### src/rtl/sata_xfis_pkg.sv
// Shared types and constants for the SATA TX FIS arbiter.
//   xfis_arb_st_t : arbiter FSM states
//   DW_W          : FIS stream dword width
//   NREQ_MAX      : largest supported requester count
//   rr_next()     : round-robin pointer increment with wrap
package sata_xfis_pkg;

    localparam int unsigned DW_W     = 32;
    localparam int unsigned NREQ_MAX = 8;

    typedef enum logic [1:0] {
        StIdle,
        StFwd,
        StWaitDone,
        StReplay
    } xfis_arb_st_t;

    function automatic int unsigned rr_next(input int unsigned idx, input int unsigned n);
        return (idx + 1 >= n) ? 0 : idx + 1;
    endfunction

endpackage

### src/rtl/sata_xfis_arbiter_if.sv
// Bundles the requester-side FIS streams and the transport-side TX FIS stream.
//   req_tvalid/tlast/tdata  : requester streams, requester i on tdata[32*i+31:32*i]
//   req_tready/done/err     : per-requester handshake and completion status
//   xfis_tvalid/tlast/tdata : merged stream to the transport
//   xfis_tready/done/err    : transport handshake, end-of-transfer pulse, R_ERR qualifier
// Modports: master = environment (requesters + transport), slave = the arbiter.
interface sata_xfis_arbiter_if #(
    parameter int unsigned NREQ = 4
);
    import sata_xfis_pkg::*;

    logic [NREQ-1:0]      req_tvalid;
    logic [NREQ-1:0]      req_tlast;
    logic [NREQ*DW_W-1:0] req_tdata;
    logic [NREQ-1:0]      req_tready;
    logic [NREQ-1:0]      req_done;
    logic [NREQ-1:0]      req_err;
    logic                 xfis_tvalid;
    logic                 xfis_tlast;
    logic [DW_W-1:0]      xfis_tdata;
    logic                 xfis_tready;
    logic                 xfis_done;
    logic                 xfis_err;

    modport master (
        output req_tvalid, req_tlast, req_tdata, xfis_tready, xfis_done, xfis_err,
        input  req_tready, req_done, req_err, xfis_tvalid, xfis_tlast, xfis_tdata
    );

    modport slave (
        input  req_tvalid, req_tlast, req_tdata, xfis_tready, xfis_done, xfis_err,
        output req_tready, req_done, req_err, xfis_tvalid, xfis_tlast, xfis_tdata
    );

endinterface

### src/rtl/sata_xfis_rr_pick.sv
// Combinational round-robin picker: finds the first set request bit at or after
// ptr_i, wrapping past NREQ-1 back to 0.
//   req_i   : request vector
//   ptr_i   : search start index
//   found_o : any request set
//   idx_o   : selected index (0 when nothing is set)
module sata_xfis_rr_pick #(
    parameter int unsigned  NREQ = 4,
    localparam int unsigned IdxW = $clog2(NREQ)
) (
    input  logic [NREQ-1:0] req_i,
    input  logic [IdxW-1:0] ptr_i,
    output logic            found_o,
    output logic [IdxW-1:0] idx_o
);

    int unsigned j;

    // Scan from the farthest offset down so the nearest hit is written last.
    always_comb begin
        found_o = 1'b0;
        idx_o   = '0;
        j       = 0;
        for (int k = int'(NREQ) - 1; k >= 0; k--) begin
            j = 32'(ptr_i) + 32'(k);
            if (j >= NREQ) begin
                j = j - NREQ;
            end
            if (req_i[IdxW'(j)]) begin
                found_o = 1'b1;
                idx_o   = IdxW'(j);
            end
        end
    end

endmodule

### src/rtl/sata_xfis_arbiter.sv
// Shares the single TX FIS port of the link/transport core among NREQ requesters.
// Whole FISes are granted round-robin and forwarded unchanged; each requester
// gets a done/err pulse when its FIS is finished.
// Build option: define SATA_XFIS_RETRY_EN to buffer FISes of up to MAX_DW dwords
// and replay them (at most MAX_RETRY times) when the device answers R_ERR.
// Ports:
//   clk, rstn        : clock, async active-low reset
//   link_initialized : link up; no new grant while low
//   bus              : requester and transport streams (slave modport)
//   busy             : FSM not idle
//   grant_id         : current or last grantee
module sata_xfis_arbiter
    import sata_xfis_pkg::*;
#(
    parameter int unsigned  NREQ      = 4,
    parameter int unsigned  MAX_DW    = 16,
    parameter int unsigned  MAX_RETRY = 2,
    localparam int unsigned IdxW      = $clog2(NREQ)
) (
    input  logic                 clk,
    input  logic                 rstn,
    input  logic                 link_initialized,
    sata_xfis_arbiter_if.slave   bus,
    output logic                 busy,
    output logic [IdxW-1:0]      grant_id
);

    if (NREQ < 2 || NREQ > NREQ_MAX || MAX_DW < 1 || MAX_RETRY < 1) begin : g_param_err
        $error("sata_xfis_arbiter: parameter out of range");
    end

    xfis_arb_st_t    state_q;
    logic [IdxW-1:0] grant_q;
    logic [IdxW-1:0] rr_ptr_q;
    logic [NREQ-1:0] done_q;
    logic [NREQ-1:0] err_q;

    logic            pick_found;
    logic [IdxW-1:0] pick_idx;
    logic            grant_ok;
    logic            g_valid;
    logic            g_last;
    logic [DW_W-1:0] g_data;
    logic            fwd_beat;
    logic            final_done;

    sata_xfis_rr_pick #(
        .NREQ (NREQ)
    ) u_pick (
        .req_i   (bus.req_tvalid),
        .ptr_i   (rr_ptr_q),
        .found_o (pick_found),
        .idx_o   (pick_idx)
    );

    assign grant_ok = link_initialized && bus.xfis_tready && pick_found;
    assign g_valid  = bus.req_tvalid[grant_q];
    assign g_last   = bus.req_tlast[grant_q];
    assign g_data   = bus.req_tdata[32'(grant_q) * DW_W +: DW_W];
    assign fwd_beat = (state_q == StFwd) && g_valid && bus.xfis_tready;

`ifdef SATA_XFIS_RETRY_EN
    localparam int unsigned LenW = $clog2(MAX_DW) + 1;
    localparam int unsigned RdW  = (MAX_DW > 1) ? $clog2(MAX_DW) : 1;
    localparam int unsigned RetW = $clog2(MAX_RETRY + 1);

    logic [DW_W-1:0] buf_q [MAX_DW];
    logic [LenW-1:0] len_q;
    logic            ovf_q;
    logic [RetW-1:0] retry_q;
    logic [LenW-1:0] rd_q;
    logic            len_full;
    logic            rpl_last;

    assign len_full   = (len_q == LenW'(MAX_DW));
    assign rpl_last   = (rd_q == len_q - LenW'(1));
    assign final_done = !bus.xfis_err || ovf_q || (retry_q >= RetW'(MAX_RETRY));

    // Capture buffer: no reset, so it maps onto distributed RAM.
    always_ff @(posedge clk) begin
        if (fwd_beat && !len_full) begin
            buf_q[len_q[RdW-1:0]] <= g_data;
        end
    end
`else
    assign final_done = 1'b1;
`endif

    always_ff @(posedge clk or negedge rstn) begin
        if (!rstn) begin
            state_q  <= StIdle;
            grant_q  <= '0;
            rr_ptr_q <= '0;
            done_q   <= '0;
            err_q    <= '0;
`ifdef SATA_XFIS_RETRY_EN
            len_q    <= '0;
            ovf_q    <= 1'b0;
            retry_q  <= '0;
            rd_q     <= '0;
`endif
        end else begin
            done_q <= '0;
            err_q  <= '0;
            case (state_q)
                StIdle: begin
                    if (grant_ok) begin
                        grant_q <= pick_idx;
                        state_q <= StFwd;
`ifdef SATA_XFIS_RETRY_EN
                        len_q   <= '0;
                        ovf_q   <= 1'b0;
                        retry_q <= '0;
`endif
                    end
                end
                StFwd: begin
                    if (fwd_beat) begin
`ifdef SATA_XFIS_RETRY_EN
                        // Past MAX_DW the FIS can no longer be replayed.
                        if (len_full) begin
                            ovf_q <= 1'b1;
                        end else begin
                            len_q <= len_q + LenW'(1);
                        end
`endif
                        if (g_last) begin
                            state_q <= StWaitDone;
                        end
                    end
                end
                StWaitDone: begin
                    if (bus.xfis_done) begin
                        if (final_done) begin
                            done_q[grant_q] <= 1'b1;
                            err_q[grant_q]  <= bus.xfis_err;
                            // Pointer moves only on completion so a reset never skips anyone.
                            rr_ptr_q        <= IdxW'(rr_next(32'(grant_q), NREQ));
                            state_q         <= StIdle;
                        end
`ifdef SATA_XFIS_RETRY_EN
                        else begin
                            rd_q    <= '0;
                            state_q <= StReplay;
                        end
`endif
                    end
                end
`ifdef SATA_XFIS_RETRY_EN
                StReplay: begin
                    if (bus.xfis_tready) begin
                        if (rpl_last) begin
                            retry_q <= retry_q + RetW'(1);
                            state_q <= StWaitDone;
                        end else begin
                            rd_q <= rd_q + LenW'(1);
                        end
                    end
                end
`endif
                default: state_q <= StIdle;
            endcase
        end
    end

    always_comb begin
        bus.req_tready  = '0;
        bus.xfis_tvalid = 1'b0;
        bus.xfis_tlast  = 1'b0;
        bus.xfis_tdata  = '0;
        case (state_q)
            StFwd: begin
                bus.xfis_tvalid         = g_valid;
                bus.xfis_tlast          = g_last;
                bus.xfis_tdata          = g_data;
                bus.req_tready[grant_q] = bus.xfis_tready;
            end
`ifdef SATA_XFIS_RETRY_EN
            StReplay: begin
                bus.xfis_tvalid = 1'b1;
                bus.xfis_tlast  = rpl_last;
                bus.xfis_tdata  = buf_q[rd_q[RdW-1:0]];
            end
`endif
            default: ;
        endcase
    end

    assign bus.req_done = done_q;
    assign bus.req_err  = err_q;
    assign busy         = (state_q != StIdle);
    assign grant_id     = grant_q;

endmodule

### src/flat_wrapper.sv
// flat-port wrapper written by rule: the top's interface ports become plain ports
module sata_xfis_arbiter_flat import sata_xfis_pkg::*;
#(
    parameter int unsigned  NREQ      = 4,
    parameter int unsigned  MAX_DW    = 16,
    parameter int unsigned  MAX_RETRY = 2,
    localparam int unsigned IdxW      = $clog2(NREQ)
)
  (clk, rstn, link_initialized, busy, grant_id, bus_req_tvalid, bus_req_tlast, bus_req_tdata, bus_xfis_tready, bus_xfis_done, bus_xfis_err, bus_req_tready, bus_req_done, bus_req_err, bus_xfis_tvalid, bus_xfis_tlast, bus_xfis_tdata);
  sata_xfis_arbiter_if #(.NREQ(NREQ)) bus_i ();
  input  logic clk;
  input  logic rstn;
  input  logic link_initialized;
  output logic busy;
  output logic [IdxW-1:0] grant_id;
  input wire logic [$bits(bus_i.req_tvalid)-1:0] bus_req_tvalid;
  input wire logic [$bits(bus_i.req_tlast)-1:0] bus_req_tlast;
  input wire logic [$bits(bus_i.req_tdata)-1:0] bus_req_tdata;
  input wire logic [$bits(bus_i.xfis_tready)-1:0] bus_xfis_tready;
  input wire logic [$bits(bus_i.xfis_done)-1:0] bus_xfis_done;
  input wire logic [$bits(bus_i.xfis_err)-1:0] bus_xfis_err;
  output wire logic [$bits(bus_i.req_tready)-1:0] bus_req_tready;
  output wire logic [$bits(bus_i.req_done)-1:0] bus_req_done;
  output wire logic [$bits(bus_i.req_err)-1:0] bus_req_err;
  output wire logic [$bits(bus_i.xfis_tvalid)-1:0] bus_xfis_tvalid;
  output wire logic [$bits(bus_i.xfis_tlast)-1:0] bus_xfis_tlast;
  output wire logic [$bits(bus_i.xfis_tdata)-1:0] bus_xfis_tdata;
  assign bus_i.req_tvalid = bus_req_tvalid;
  assign bus_i.req_tlast = bus_req_tlast;
  assign bus_i.req_tdata = bus_req_tdata;
  assign bus_i.xfis_tready = bus_xfis_tready;
  assign bus_i.xfis_done = bus_xfis_done;
  assign bus_i.xfis_err = bus_xfis_err;
  assign bus_req_tready = bus_i.req_tready;
  assign bus_req_done = bus_i.req_done;
  assign bus_req_err = bus_i.req_err;
  assign bus_xfis_tvalid = bus_i.xfis_tvalid;
  assign bus_xfis_tlast = bus_i.xfis_tlast;
  assign bus_xfis_tdata = bus_i.xfis_tdata;
  sata_xfis_arbiter #(.NREQ(NREQ), .MAX_DW(MAX_DW), .MAX_RETRY(MAX_RETRY)) u_core (.clk(clk), .rstn(rstn), .link_initialized(link_initialized), .bus(bus_i), .busy(busy), .grant_id(grant_id));
endmodule
### config.mk
export PLATFORM = sky130hd
export DESIGN_NAME = sata_xfis_arbiter_flat
export DESIGN_NICKNAME = d
export VERILOG_FILES = /design/src/rtl/sata_xfis_pkg.sv /design/src/rtl/sata_xfis_arbiter_if.sv /design/src/rtl/sata_xfis_rr_pick.sv /design/src/rtl/sata_xfis_arbiter.sv /design/src/flat_wrapper.sv
export SDC_FILE = /design/constraint.sdc
export NUM_CORES = 1
export LEC_CHECK = 0
export CAP_MARGIN = 20
export CORE_MARGIN = 10
export CORE_UTILIZATION = 31
export DETAILED_ROUTE_END_ITERATION = 8
export PLACE_DENSITY = 0.86
export SETUP_SLACK_MARGIN = 0.15
export SLEW_MARGIN = 15
export SYNTH_ARGS = -nofsm -noshare
export SYNTH_HDL_FRONTEND = slang
export SYNTH_SLANG_ARGS = --single-unit
### constraint.sdc
create_clock -name clk -period 2.5 [get_ports clk]
set_input_delay 0.5 -clock clk [delete_from_list [all_inputs] [get_ports clk]]
set_output_delay 0.5 -clock clk [all_outputs]
set_load 0.01 [all_outputs]
==> results.toml, run 1 <==
[sta]
setup_violations = 0
maxSlewViolCount = 0
fmax_ghz = 0.433
timing.final.crit_share = 0.924
fin_worst_skew_ps = 1.69
setup_slack_ps = 189
rsz0062_at_grt = "true"
min_period_ps = 2310
fin_tns_setup_ps = 0
max_slew_margin = 0.591
hold_viol = 0
worst_pin_slew_ps = 611

[cells_and_area]
mostFrequentLayoutCell = "clkdlybuf4s50_1"
fillers = 395
antennaDiodeCount = 0
multi_input_comb_area_um2 = 1300
final_area_um2 = 3960
final_core_util = 0.724
layout-drive-gt1-share = 0.222
final_cell_mix = "clkdlybuf4s50_1, and2_1, mux4_2, clkdlybuf4s15_1, buf_4"
seq_area_um2 = 352
synthToLayoutAreaGrowth_pct = 128
layout.cells.non_filler = 419
nets = 494

[floorplan]
start_util = 0.318
dieArea_um2 = 9000
die_width_um = 94.9
core-area_um2 = 5470
die_h_um = 94.9
num_rows = 27
io_pins = 191

[placed_design]
port_buffers = 190
gp_congestion = 0.817
hpwl_mm = 7.86
dp.cells = 403
pre_cts_ws_ps = -176
dpl_cell_area_um2 = 3790

[route]
drc_errors = 0
first_pass_iters = 4
drt-total-wl_mm = 9.24
vias = 2082
via_per_inst = 4.97
ant_nets = 0
drt-initial-drc-count = 71
wl_per_cell_um = 22.1

[global_routing]
antenna_found_initial = 0
grt_pass1_wl_mm = 13.2
grt_max_degree = 34
grt_usage = 0.191
overflow = 0
grt_pass1_vias = 2398

[clocking]
numCtsBuffers = 3
tritoncts = "yes"
htree_levels = 1
cts_hold_buf = 0
numClockSinks = 14
path_clk_slew_ps = 60
clockRootBuffer = "clkbuf_8"
cts_buffer_depth = 2
clock_latency_ps = 240

[worst_setup_path]
cp-end-kind = "output pin"
critPathKind = "flop to output pin"
crit_required_ps = 2000
worstPathArrival_ps = 1810
path_max_fanout = 5
cp-start-kind = "flop"

[flow_run]
drv_cap = 0

[power]
p_leak_nw = 1.62
p_per_area_nw_per_um2 = 832
peakVddDrop_uv = 538

[yosys]
yosysTopAreaCell = "mux4_2"
synth_edf_count = 0
synth_warnings = 0
syn_inst = 143
synth_fp_nets = 289
synth_cell_type_count = 27
syn_area_per_cell_um2 = 12.2
netlist.area_leader.share = 0.441
yosysSeqAreaShare = 0.202
ys_ff_latch = 14
synth_area_um2 = 1740
yosys-top-cells-area = "mux4_2, dfrtp_1, and2_1, and3_1, ha_1"
ys_async_sr_fraction = 1.00
synth_ff_type = "dfrtp_1"

[status]
status = "finished, final reports clean"

[worst_hold_path]
hold_class = "flop to flop"
-- final timing paths --
| path | from | slack (ps) | endpoint | depth (start not counted) |
|---|---|---|---|---|
| worst max-delay path | u_core.grant_id[0] | 190 | bus_xfis_tdata[25] | 4 |
| worst min-delay path | u_core.state_q[0] | 560 | u_core.state_q[1] | 1 |
| worst max register to register | u_core.grant_id[0] | 740 | u_core.state_q[0] | 7 |
| worst min register to register | u_core.state_q[0] | 560 | u_core.state_q[1] | 1 |
| max in group asynchronous | rstn | 1430 | u_core.grant_id[0] | 1 |
| min in group asynchronous | rstn | 640 | u_core.rr_ptr_q[1] | 1 |
-- synthesized netlist by cell type, types with 3 or more instances --
master / instances
and2_1: 38
and3_1: 9
buf_2: 4
buf_6: 4
clkbuf_1: 4
dfrtp_1: 14
ha_1: 4
inv_1: 4
mux4_2: 34
nand2_1: 3
nor2_1: 4
-- report_power, final --
part	switching (mW)	internal, mW
Clock	0.0763	0.139
Sequential	0.0608	0.277
Combinational	1.06	1.68
-- layer usage --
layer / part of all wire / track usage
met5: 0 / 0
met4: 0.018 / 0.0461
met3: 0.090 / 0.0603
met2: 0.55 / 0.360
met1: 0.34 / 0.202
-- stage by stage --
stage / power (mW) / hold slack (ps)
after floorplan: 1.73 / 204
after CTS: 3.20 / 539
after detailed placement: 2.96 / 532
after global routing: 3.53 / 584
final: 3.30 / 556
after global placement: 2.92 / 526
-- registers in the layout (all words and copies together) (netlist names) --
register,cells
u_core.bus.req_err,4
u_core.grant_id,2
u_core.bus.req_done,4
u_core.state_q,2
u_core.rr_ptr_q,2
-- kinds of logic (layout without fill, tap and decap cells) --
logic type	after synthesis	in the layout	share of synthesized area
muxes	37	37	0.459
DFF	14	14	0.202
AOI/OAI and AO/OA	9	9	0.0353
and+or+nand+nor	63	63	0.220
buffers and inverters	16	220	0.0547
adders and majority gates	4	4	0.0288
-- timing repair --
action / in CTS / in global routing
pin swaps: 0 / 2
gates cloned: 2 / 1
setup buffers: 8 / 1
gates resized for setup: 69 / 28
setup endpoints to repair: 38 / 24
-- cell type report --
class                           count  area share
Timing Repair Buffer              212       0.543
Clock buffer                        4      0.0139
Inverter                            4     0.00379
Tap cell                           72      0.0227
Multi-Input combinational cell    113       0.328
Sequential cell                    14      0.0887
-- critical path: stages, from the launching register on --
cell and delay, ps:
dfrtp_2 380, bufbuf_16 270, mux4_2 480, and2_1 160, dlygate4sd2_1 280
No activity file was read; power rests on OpenSTA's default activity.
==> run 2, diff against run 1 <==
Settings changed: PLACE_DENSITY 0.86 to 0.95.
==> run 2 against run 1 <==
  * Fmax is 3.1% lower
  * Clock-buffer cell count did not move
  * Setup slack got worse by 74 ps
  * Final cell count is 0.48% higher
  * Hold slack lost 19 ps
  * Register-to-register slack better by 20 ps
  * First-iteration DRC count fell by 18%
  * Clock power is essentially flat
  * Flip-flop and latch count is the same
  * Sequential power about the same
  * Non-clock buffer count grew 2
  * Sequential share of layout area barely moved
==> results.toml, run 2 (synthesis gave the netlist of run 1 again) <==
[placed_design]
gp_congestion = 0.885
port_buffers = 190
hpwl_mm = 7.67
dpl_cell_area_um2 = 3770

[sta]
maxSlewViolCount = 0
fin_worst_skew_ps = 3.62
fmax_ghz = 0.419
max_slew_margin = 0.581
min_period_ps = 2380
setup_violations = 0
timing.final.crit_share = 0.954
worst_pin_slew_ps = 627
hold_viol = 0
fin_tns_setup_ps = 0
rsz0062_at_grt = "true"

[worst_setup_path]
cp-end-kind = "output pin"
reg2reg_slack_ps = 760
worstPathArrival_ps = 1880
crit_start = "u_core.grant_id[0]"
cp-start-kind = "flop"
critPathKind = "flop to output pin"
path_max_fanout = 5
reg2reg_from = "u_core.grant_id[0]"
crit_required_ps = 2000

[route]
drc_errors = 0
via_per_inst = 5.04
wl_per_cell_um = 21.8
vias = 2120
first_pass_iters = 4
drt-initial-drc-count = 58
drt-total-wl_mm = 9.18
ant_nets = 0

[cells_and_area]
nets = 496
multi_input_comb_area_um2 = 1320
final_area_um2 = 3960
synthToLayoutAreaGrowth_pct = 128
antennaDiodeCount = 0
final_core_util = 0.723
mostFrequentLayoutCell = "clkdlybuf4s50_1"
fillers = 401
seq_area_um2 = 352
final_cell_mix = "clkdlybuf4s50_1, mux4_2, and2_1"
layout-drive-gt1-share = 0.315

[power]
p_leak_nw = 1.66
peakVddDrop_uv = 615
p_per_area_nw_per_um2 = 868

[floorplan]
die_width_um = 94.9
start_util = 0.318
core-area_um2 = 5470
io_pins = 191
num_rows = 27
die_h_um = 94.9
dieArea_um2 = 9000

[worst_hold_path]
hold_start = "u_core.state_q[0]"
hold_class = "flop to flop"

[global_routing]
grt_pass1_vias = 2419
grt_usage = 0.192
overflow = 0
antenna_found_initial = 0
grt_max_degree = 40
grt_pass1_wl_mm = 13.4

[clocking]
tritoncts = "yes"
clockRootBuffer = "clkbuf_8"
numClockSinks = 14
path_clk_slew_ps = 60
cts_buffer_depth = 2
clock_latency_ps = 240
htree_levels = 1
numCtsBuffers = 3

[flow_run]
drv_cap = 0

[status]
status = "finished, final reports clean"
run 2: metal layers:
metal / vias to the layer above / wire length, um / part of all wire / track usage
met5: - / 0 / 0 / 0
met4: 0 / 211 / 0.023 / 0.0549
met3: 16 / 723 / 0.079 / 0.0555
met2: 113 / 5110 / 0.56 / 0.356
met1: 1025 / 3130 / 0.34 / 0.206
li1: 966 / - / - / -
run 2: critical path, stage by stage (launching register included):
cell and delay (ps):
dfrtp_2 430, buf_6 130, buf_12 120, buf_4 130, mux4_2 420, and2_1 170, clkdlybuf4s15_1 230
run 2: final timing paths:
check	end	cells after the start
max in group asynchronous	u_core.grant_id[0]	1
min in group asynchronous	u_core.rr_ptr_q[1]	1
worst max register to register	u_core.state_q[0]	7
worst min-delay path	u_core.state_q[1]	1
worst min register to register	u_core.state_q[1]	1
worst max-delay path	bus_xfis_tlast	6
run 2: through the flow:
stage / setup slack (ps) / total power, mW / cells / hold slack [ps]
floorplan: 523 / 1.73 / 143 / 204
global placement: -100 / 2.86 / 402 / 515
detailed placement: -101 / 2.93 / 402 / 526
CTS: 9.88 / 3.33 / 417 / 534
global route: 64.9 / 3.68 / 421 / 582
finish: 115 / 3.43 / 421 / 537
run 2: report_power, final:
group          internal (mW)  switching, mW  total (mW)  leakage, nW
clock                  0.139         0.0788       0.218       0.0288
sequential             0.277         0.0590       0.336        0.187
combinational           1.78           1.10        2.88         1.45
run 2: layout make-up:
cell class	instances	share of cell area
Timing Repair Buffer	214	0.538
Multi-Input combinational cell	113	0.333
Sequential cell	14	0.0888
Tap cell	72	0.0228
Clock buffer	4	0.0139
Inverter	4	0.00379
run 2: what timing repair did:
action / CTS / global route
setup buffers: 7 / 4
gates resized for setup: 86 / 62
endpoints found under the setup margin: 38 / 30
cloned: 4 / 0
pin swaps: 1 / 8
hold buffers: 0 / 0
==> run 3, diff against run 2 <==
Settings changed: CORE_MARGIN 10 to unset, SKIP_CTS_REPAIR_TIMING set to 1.
==> run 3 against run 2 <==
  * Critical path depth increased by 1
  * Utilization is 5.3 points higher
  * Sequential share of layout area shrank 0.23 points
  * Critical endpoint is now bus_xfis_tdata[23]
  * Final cell count shrank 0.24%
  * Global-route usage rose by 5.0 points
  * Clock power hardly changed
  * Non-clock buffer count up 1
  * Die area shrank 34%
  * Register-to-register slack worse by 30 ps
  * Total power decreased by 3.9%
  * Largest power group unchanged
  * Hold slack better by 37 ps
  * Routed wire length is 15% lower
==> results.toml, run 3 (synthesis gave the netlist of run 1 again) <==
[sta]
min_period_ps = 2430
rsz0062_at_grt = "true"
fin_worst_skew_ps = 0.344
max_slew_margin = 0.581
maxSlewViolCount = 0
setup_violations = 0
holdWs_ps = 574
setup_slack_ps = 70.4
timing.final.crit_share = 0.972
fmax_ghz = 0.412
hold_viol = 0
fin_tns_setup_ps = 0
worst_pin_slew_ps = 627

[clocking]
htree_levels = 1
clock_latency_ps = 240
clockRootBuffer = "clkbuf_8"
path_clk_slew_ps = 60
cts_buffer_depth = 2
tritoncts = "yes"
numCtsBuffers = 3
numClockSinks = 14

[worst_hold_path]
hold_class = "flop to flop"
hold_depth = 1
hold_start = "u_core.state_q[0]"
whs_endpoint = "u_core.state_q[1]"

[floorplan]
die_h_um = 76.9
start_util = 0.332
num_rows = 26
die_width_um = 76.9
io_pins = 191
core-area_um2 = 5240
dieArea_um2 = 5910

[cells_and_area]
nets = 497
layout.cells.non_filler = 420
final_core_util = 0.776
final_area_um2 = 4060
layout-drive-gt1-share = 0.206
fillers = 345
final_cell_mix = "clkdlybuf4s50_1, and2_1, mux4_2, dlymetal6s2s_1, buf_4"
mostFrequentLayoutCell = "clkdlybuf4s50_1"
synthToLayoutAreaGrowth_pct = 134
antennaDiodeCount = 0

[worst_setup_path]
slowest_stage = "dfrtp_2"
cp_slowest_stage_delay_ps = 410
cp-start-kind = "flop"
rr_worst_depth = 7
cp-end-kind = "output pin"
path_max_fanout = 6
r2r-end = "u_core.state_q[0]"
crit_family = "buffers and inverters"
crit_required_ps = 2000
worstPathCellList = "buf_12 -> buf_4 -> clkbuf_16 -> buf_4 -> mux4_2 -> and2_1 -> clkbuf_2"
reg2reg_slack_ps = 730
crit_top_cell = "buf_4"
critPathKind = "flop to output pin"
worst-path-stages = 7
reg2reg_from = "u_core.grant_id[0]"
worstPathBufferInverterCount = 5
worstPathArrival_ps = 1930

[global_routing]
grt_pass1_wl_mm = 10.9
grt_max_degree = 24
grt_pass1_vias = 2213
overflow = 0
grt_usage = 0.241
antenna_found_initial = 0

[power]
p_per_area_nw_per_um2 = 812
switching_share = 0.358
p_clk_frac = 0.066
p_leak_nw = 2.08
peakVddDrop_uv = 498
pwr-share-seq = 0.099
p_sw_mw = 1.18
finalPower_mw = 3.30
p_comb_frac = 0.834
internal_power_mw = 2.12

[route]
ant_nets = 0
wl_per_cell_um = 18.7
first_pass_iters = 4
via_per_inst = 5.06
drt-initial-drc-count = 95
vias = 2127
drt-total-wl_mm = 7.85
drc_errors = 0

[status]
status = "finished, final reports clean"

[placed_design]
gp_congestion = 0.809
hpwl_mm = 6.32
port_buffers = 190
dpl_cell_area_um2 = 3770
dp.cells = 404
pre_cts_ws_ps = -88.2

[flow_run]
drv_cap = 0
## run 3: cell count changes in the layout (fill, tap and decap cells not counted), sizes merged
cell	delta
bufbuf	-1
clkdlybuf4s15	-2
buf	-22
dlymetal6s2s	+34
clkbuf	-5
dlygate4sd2	-3
## run 3: final cells by class
| type | instances | area, um2 | share of cell area |
|---|---|---|---|
| Clock buffer | 4 | 55.1 | 0.0135 |
| Multi-Input combinational cell | 113 | 1290 | 0.318 |
| Inverter | 4 | 15.0 | 0.00369 |
| Timing Repair Buffer | 215 | 2260 | 0.557 |
| Sequential cell | 14 | 352 | 0.0865 |
| Tap cell | 70 | 87.6 | 0.0216 |
## run 3: worst max-delay path by stage
stage / from / endpoint / slack (ps)
after floorplan: u_core.grant_id[0] / bus_xfis_tdata[10] / 520
after global placement: bus_req_tdata[31] / bus_xfis_tdata[31] / -80
after detailed placement: bus_req_tdata[31] / bus_xfis_tdata[31] / -90
after CTS: u_core.grant_id[0] / bus_xfis_tdata[21] / -100
after global routing: u_core.grant_id[0] / bus_xfis_tdata[23] / 30
final: u_core.grant_id[0] / bus_xfis_tdata[23] / 70
## run 3: routing by layer
metal | vias to the layer above | GRT usage | wire length (um)
met3 | 24 | 0.0405 | 440
met2 | 113 | 0.463 | 4460
met4 | 0 | 0.117 | 337
met5 | - | 0 | 0
li1 | 970 | - | -
met1 | 1020 | 0.250 | 2610
## run 3: worst reg2reg max path: stages (launching register included)
cell	delay [ps]
dfrtp_2	410
buf_12	140
buf_4	150
buf_12	130
mux4_2	420
buf_4	150
and3_1	180
o21ai_2	110
## run 3: power groups by stage
| stage | clock network (mW) | logic (mW) | registers, mW |
|---|---|---|---|
| after floorplan | 0 | 1.40 | 0.330 |
| after global placement | 0 | 2.50 | 0.332 |
| after detailed placement | 0 | 2.54 | 0.338 |
| after CTS | 0.223 | 2.55 | 0.335 |
| after global routing | 0.237 | 2.93 | 0.339 |
| final | 0.219 | 2.75 | 0.328 |
